==> src/rtl/fetch_buffer.sv <==
// fetch_buffer: instruction fetch stage placed directly after the pc block.
// The stage turns the current PC into word reads on a req/ack memory port.
// Returned instructions and their PCs are held in a small circular FIFO for
// decode. A flush (jump or taken branch) empties the FIFO. A flush also causes
// any in-flight fetch to be discarded when its ack arrives.
//
// Ports:
//   clk, rst          clock; asynchronous active-low reset
//   pc                current PC from the pc block
//   flush             redirect this cycle
//   pcAdvance         pulse telling the pc block to perform PC+4 on this edge
//   memReq, memAddr   registered read request and word address
//   memAck, memData   memory accepted the request; instruction word this cycle
//   instValid         FIFO head valid
//   instData, instPc  head instruction and its PC (both 0 when not valid)
//   instReady         decode consumes the head when instValid & instReady

module fetch_buffer #(
    parameter int unsigned DEPTH = 2
) (
    input  logic        clk,
    input  logic        rst,
    input  logic [31:0] pc,
    input  logic        flush,
    output logic        pcAdvance,
    output logic        memReq,
    output logic [31:0] memAddr,
    input  logic        memAck,
    input  logic [31:0] memData,
    output logic        instValid,
    output logic [31:0] instData,
    output logic [31:0] instPc,
    input  logic        instReady
);

    localparam int unsigned PtrW = (DEPTH > 1) ? $clog2(DEPTH) : 1;
    localparam int unsigned CntW = $clog2(DEPTH + 1);

    typedef enum logic [1:0] {
        StIdle,
        StWait,
        StDiscard
    } state_e;

    state_e          state_q, state_d;
    logic            mem_req_q, mem_req_d;
    logic [31:0]     mem_addr_q, mem_addr_d;
    logic [CntW-1:0] count_q, count_d;
    logic [PtrW-1:0] head_q, head_d;
    logic [PtrW-1:0] tail_q, tail_d;

    logic [31:0]     data_mem [DEPTH];
    logic [31:0]     pc_mem   [DEPTH];

    logic            inst_valid;
    logic            push;
    logic            pop;
    logic [31:0]     occ_after_pop;
    logic            space;
    logic            keep_issuing;

    // The word address ignores the byte offset of the incoming PC.
    logic            unused_pc_low;
    assign unused_pc_low = ^pc[1:0];

    function automatic logic [PtrW-1:0] ptr_inc(input logic [PtrW-1:0] p);
        if (32'(p) == DEPTH - 1) begin
            return '0;
        end
        return p + PtrW'(1);
    endfunction

    assign inst_valid    = (count_q != '0);
    assign pop           = inst_valid & instReady & ~flush;
    // pop only happens when count_q >= 1, so this cannot underflow
    assign occ_after_pop = 32'(count_q) - 32'(pop);
    assign space         = (occ_after_pop < DEPTH);
    // room for the entry being written now plus the next back-to-back fetch
    assign keep_issuing  = ((occ_after_pop + 32'd1) < DEPTH);
    assign push          = memAck & (state_q == StWait) & ~flush;

    // ------------------------------------------------------------------
    // Fetch FSM
    // ------------------------------------------------------------------
    always_comb begin
        state_d    = state_q;
        mem_req_d  = mem_req_q;
        mem_addr_d = mem_addr_q;

        unique case (state_q)
            StIdle: begin
                if (space && !flush) begin
                    mem_req_d  = 1'b1;
                    mem_addr_d = {pc[31:2], 2'b00};
                    state_d    = StWait;
                end
            end
            StWait: begin
                if (memAck) begin
                    if (flush) begin
                        mem_req_d = 1'b0;
                        state_d   = StIdle;
                    end else if (keep_issuing) begin
                        mem_addr_d = mem_addr_q + 32'd4;
                    end else begin
                        mem_req_d = 1'b0;
                        state_d   = StIdle;
                    end
                end else if (flush) begin
                    // The request cannot be withdrawn, so drop its data later.
                    state_d = StDiscard;
                end
            end
            StDiscard: begin
                if (memAck) begin
                    mem_req_d = 1'b0;
                    state_d   = StIdle;
                end
            end
            default: begin
                mem_req_d = 1'b0;
                state_d   = StIdle;
            end
        endcase
    end

    // ------------------------------------------------------------------
    // FIFO bookkeeping; flush dominates any same-cycle push or pop
    // ------------------------------------------------------------------
    always_comb begin
        count_d = count_q;
        head_d  = head_q;
        tail_d  = tail_q;

        if (flush) begin
            count_d = '0;
            head_d  = '0;
            tail_d  = '0;
        end else begin
            if (push) begin
                tail_d = ptr_inc(tail_q);
            end
            if (pop) begin
                head_d = ptr_inc(head_q);
            end
            if (push && !pop) begin
                count_d = count_q + CntW'(1);
            end else if (pop && !push) begin
                count_d = count_q - CntW'(1);
            end
        end
    end

    always_ff @(posedge clk or negedge rst) begin
        if (!rst) begin
            state_q    <= StIdle;
            mem_req_q  <= 1'b0;
            mem_addr_q <= '0;
            count_q    <= '0;
            head_q     <= '0;
            tail_q     <= '0;
        end else begin
            state_q    <= state_d;
            mem_req_q  <= mem_req_d;
            mem_addr_q <= mem_addr_d;
            count_q    <= count_d;
            head_q     <= head_d;
            tail_q     <= tail_d;
        end
    end

    // Storage needs no reset: the outputs are gated by instValid.
    always_ff @(posedge clk) begin
        if (push) begin
            data_mem[tail_q] <= memData;
            pc_mem[tail_q]   <= mem_addr_q;
        end
    end

    assign pcAdvance = push;
    assign memReq    = mem_req_q;
    assign memAddr   = mem_addr_q;
    assign instValid = inst_valid;
    assign instData  = inst_valid ? data_mem[head_q] : 32'd0;
    assign instPc    = inst_valid ? pc_mem[head_q] : 32'd0;

endmodule

==> config.mk <==
export PLATFORM = sky130hd
export DESIGN_NAME = fetch_buffer
export DESIGN_NICKNAME = d
export VERILOG_FILES = /design/src/rtl/fetch_buffer.sv
export SDC_FILE = /design/constraint.sdc
export NUM_CORES = 1
export LEC_CHECK = 0
export CAP_MARGIN = 10
export CORE_MARGIN = 2
export CORE_UTILIZATION = 45
export DETAILED_ROUTE_END_ITERATION = 16
export GPL_ROUTABILITY_DRIVEN = 0
export PLACE_DENSITY = 0.73
export SYNTH_ARGS = -nofsm -noshare
export SYNTH_HDL_FRONTEND = slang
export SYNTH_SLANG_ARGS = --single-unit
export TNS_END_PERCENT = 20
==> constraint.sdc <==
create_clock -name clk -period 6.69 [get_ports clk]
set_input_delay 1.0035 -clock clk [delete_from_list [all_inputs] [get_ports clk]]
set_output_delay 1.0035 -clock clk [all_outputs]
set_load 0.01 [all_outputs]
==> results.cfg <==
[run_status]
status = finished clean

[power]
sw_frac_of_total = 0.312
p_sw_mw = 1.08
p_per_area_mw_per_mm2 = 365
p_seq_frac = 0.435
combinationalPowerShare = 0.290
ir_worst_vdd_v = 0.000206
clkPwrFrac = 0.275
leakage_nw = 3.21
p_int_mw = 2.37

[clock_network]
post_cts_resized = 0
holdBufCountCts = 0
clk_pin_slew_ps = 60
cts_tree = yes
cts.htree.levels = 4
cts_root_buffer = clkbuf_16
clk_latency_ps = 420
cts_made_buffers = 17
cts_setup_buffers = 0
clock-sinks = 161
cts_buffer_depth = 2

[synthesis]
synth_seq_cells = 161
synthMuxAreaShare = 0.0918
synth_top_family_by_area = simple AND/OR/NAND/NOR gates
async_reset_ff_frac = 0.230
syn_area_per_cell_sq_um = 12.7
synth-edff-count = 124
syn_inst = 560
synth_top_area_share = 0.524
dominantRegCellSynth = edfxtp_1
synthXorXnorAreaFrac = 0.00493
yosys-top-cells-area = edfxtp_1 52%, dfrtp_1 13%, mux2i_1 9.0%
synthAdderAreaFrac = 0.00881
yosysWarnings = 0
synth_area_leader_cell = edfxtp_1
yosysSeqAreaShare = 0.654
synth_cell_type_count = 43
synthSimpleGateAreaFrac = 0.120
synth_compound_area_frac = 0.0889
syn-cell-area_sq_mm = 0.00710

[sta]
hold_viol_final = 0
max_slew_margin = 0.237
slew_viol_final = 0
worst_clock_skew_ps = 7.32
fin_crit_sh = 0.621
rsz0062_at_grt = no
final.setup.tns_ps = 0
worstMarginPinSlew_ps = 1140
fmax_mhz = 241
final-setup-viol-count = 0
fin_crit_ps = 4150

[global_routing]
grt_usage = 0.196
grt_pass1_vias = 5015
grt_first_pass_wirelength_um = 25200
grt_max_degree = 66
grt_overflow = 0
antenna_found_initial = 0

[routing]
drt_pass1_iterations = 5
ant_nets = 0
wl_um = 16200
vias = 5033
drc_errors = 0
drt-wirelength-per-cell_um = 17.4
detail_route.iter0.violations = 378
vias_per_cell = 5.39

[placement]
port_buffers = 161
placement.cell_area_sq_mm = 0.00887
hpwl_um = 10400

[worst_hold_path]
hp-class = flip-flop to flip-flop
hold_start = memAddr[31]$_DFFE_PN0P_

[finish]
fin_nets = 784
antenna_cells = 0
synthToLayoutAreaGrowth_pct = 32.9
final_layout_size_suffix_gt1_frac = 0.0637
fin_area_sq_mm = 0.00944
fillers = 1199

[floorplan]
core_region_area_sq_mm = 0.0153
start_util = 0.464
io_pins = 168
die_h_um = 130
fp.dieW_um = 130
rows = 45
dieArea_sq_mm = 0.0168

[job]
max-cap-violations = 0

[critical_path]
critical_path_class = primary input to flip-flop
path_common_cell = ha_1
crit_arrival_ps = 4510
cp-start-kind = primary input
crit_path_end_kind = flip-flop
r2r_start = count_q[0]$_DFFE_PN0P_
r2r_end = memAddr[24]$_DFFE_PN0P_
crit_fanout = 29
worst_setup_path_startpoint = flush
path_cells = clkdlybuf4s50_1, nor2_1, ha_1, ha_1, inv_1, ha_1, or2_2, mux2i_1, a21o_1, and3_1, o32a_1
r2r_cells = 13
slowest_delay_ps = 830
crit_path_end = memAddr[24]$_DFFE_PN0P_
rrSetupSlack_ps = 3170
cp_slowest_cell = a21o_1
crit_required_ps = 7040
==> synth_stat cells, drive strengths merged (14+ instances only) <==
library cell and instances:
mux2i 64, o21ai 17, nand2 28, nand3 18, a2bb2oi 16, buf 23, edfxtp 124, nor2 89
o22ai 15, dfrtp 37, clkbuf 14, a21oi 36
==> layout make-up <==
class                      instances  area [sq um]  area share
timing repair buffer             165          1640       0.173
clock buffer                      19           433      0.0459
inverter                          10          37.5     0.00398
sequential                       161          4650       0.493
tap                              211           264      0.0280
multi-input combinational        355          2280       0.241
clock inverter                    12           141      0.0150
==> cell families after synthesis <==
group	after synthesis
XOR/XNOR	4
other	1
flip-flops	161
AO/OA/AOI/OAI	101
multiplexers	65
buffers and inverters	47
AND/OR/NAND/NOR	176
adder cells (fa/ha/maj)	5
==> how the worst min path moves through the flow <==
stage / depth (start not counted) / slack, ps / to
after floorplan: 2 / 520 / tail_q$_DFFE_PN0P_
after global placement: 0 / 540 / pc_mem[0][26]$_DFFE_PP_
after detailed placement: 0 / 560 / pc_mem[1][30]$_DFFE_PP_
after CTS: 0 / 570 / pc_mem[1][31]$_DFFE_PP_
after global routing: 0 / 570 / pc_mem[1][30]$_DFFE_PP_
final: 0 / 550 / pc_mem[1][31]$_DFFE_PP_
==> registers in the layout, summed over array words and instances (netlist names) <==
name,count
memAddr,30
state_q,2
pc_mem,60
data_mem,64
memReq,1
head_q,1
count_q,2
tail_q,1
==> routing by layer <==
metal  GRT usage  vias to the layer above  wire length, um  part of all wire
met5           0                        -                0                 0
met4      0.0715                        0              206             0.013
met3      0.0458                       19              931             0.057
met2       0.339                      175             8220              0.51
met1       0.239                     2455             6850              0.42
li1            -                     2384                -                 -
==> critical path, delay by kind of cell <==
family          cells  cell delay, ps
compound gates      2             960
buf+inv             2             850
fa+ha+maj           3             740
simple gates        3             680
mux                 1             240
==> power groups by stage <==
stage               clock [mW]  combinational (mW)  sequential, mW
global route              1.01                1.08            1.53
global placement             0               0.981            1.51
floorplan                    0               0.517            1.46
CTS                      0.966                1.01            1.50
detailed placement           0               0.999            1.52
finish                   0.946               0.998            1.50
==> placed cells by master (no fill, tap or decap), types with 2 or more instances in the layout <==
master	instances
nor3_1	4
dfrtp_1	36
ha_1	5
a2bb2oi_1	16
clkbuf_1	2
nand2b_1	3
o22ai_1	15
bufinv_16	3
clkdlybuf4s50_1	160
inv_1	10
buf_4	4
a31oi_1	6
a21oi_1	35
clkinv_1	3
o21ai_0	17
nand2_1	28
clkinv_2	3
and3_1	3
nand3_1	18
or2_2	2
edfxtp_1	124
nor2_1	88
conb_1	4
xor2_1	2
o31ai_1	2
xnor2_1	2
nor4_1	4
nand4_4	2
nor4_4	2
clkbuf_16	17
mux2i_1	64
o22a_1	3
nor2b_1	2
nand4_1	11
==> metrics by stage <==
| stage | instances | hold slack (ps) | util | setup WS [ps] | total power, mW |
|---|---|---|---|---|---|
| after floorplan | 563 | 519 | - | 667 | 1.98 |
| after global placement | 902 | 539 | 0.579 | 2330 | 2.49 |
| after detailed placement | 902 | 557 | 0.579 | 2170 | 2.52 |
| after CTS | 933 | 569 | 0.617 | 2610 | 3.47 |
| after global routing | 933 | 570 | 0.617 | 2400 | 3.62 |
| final | 933 | 554 | 0.617 | 2540 | 3.44 |
(Power assumes the default switching activity.)
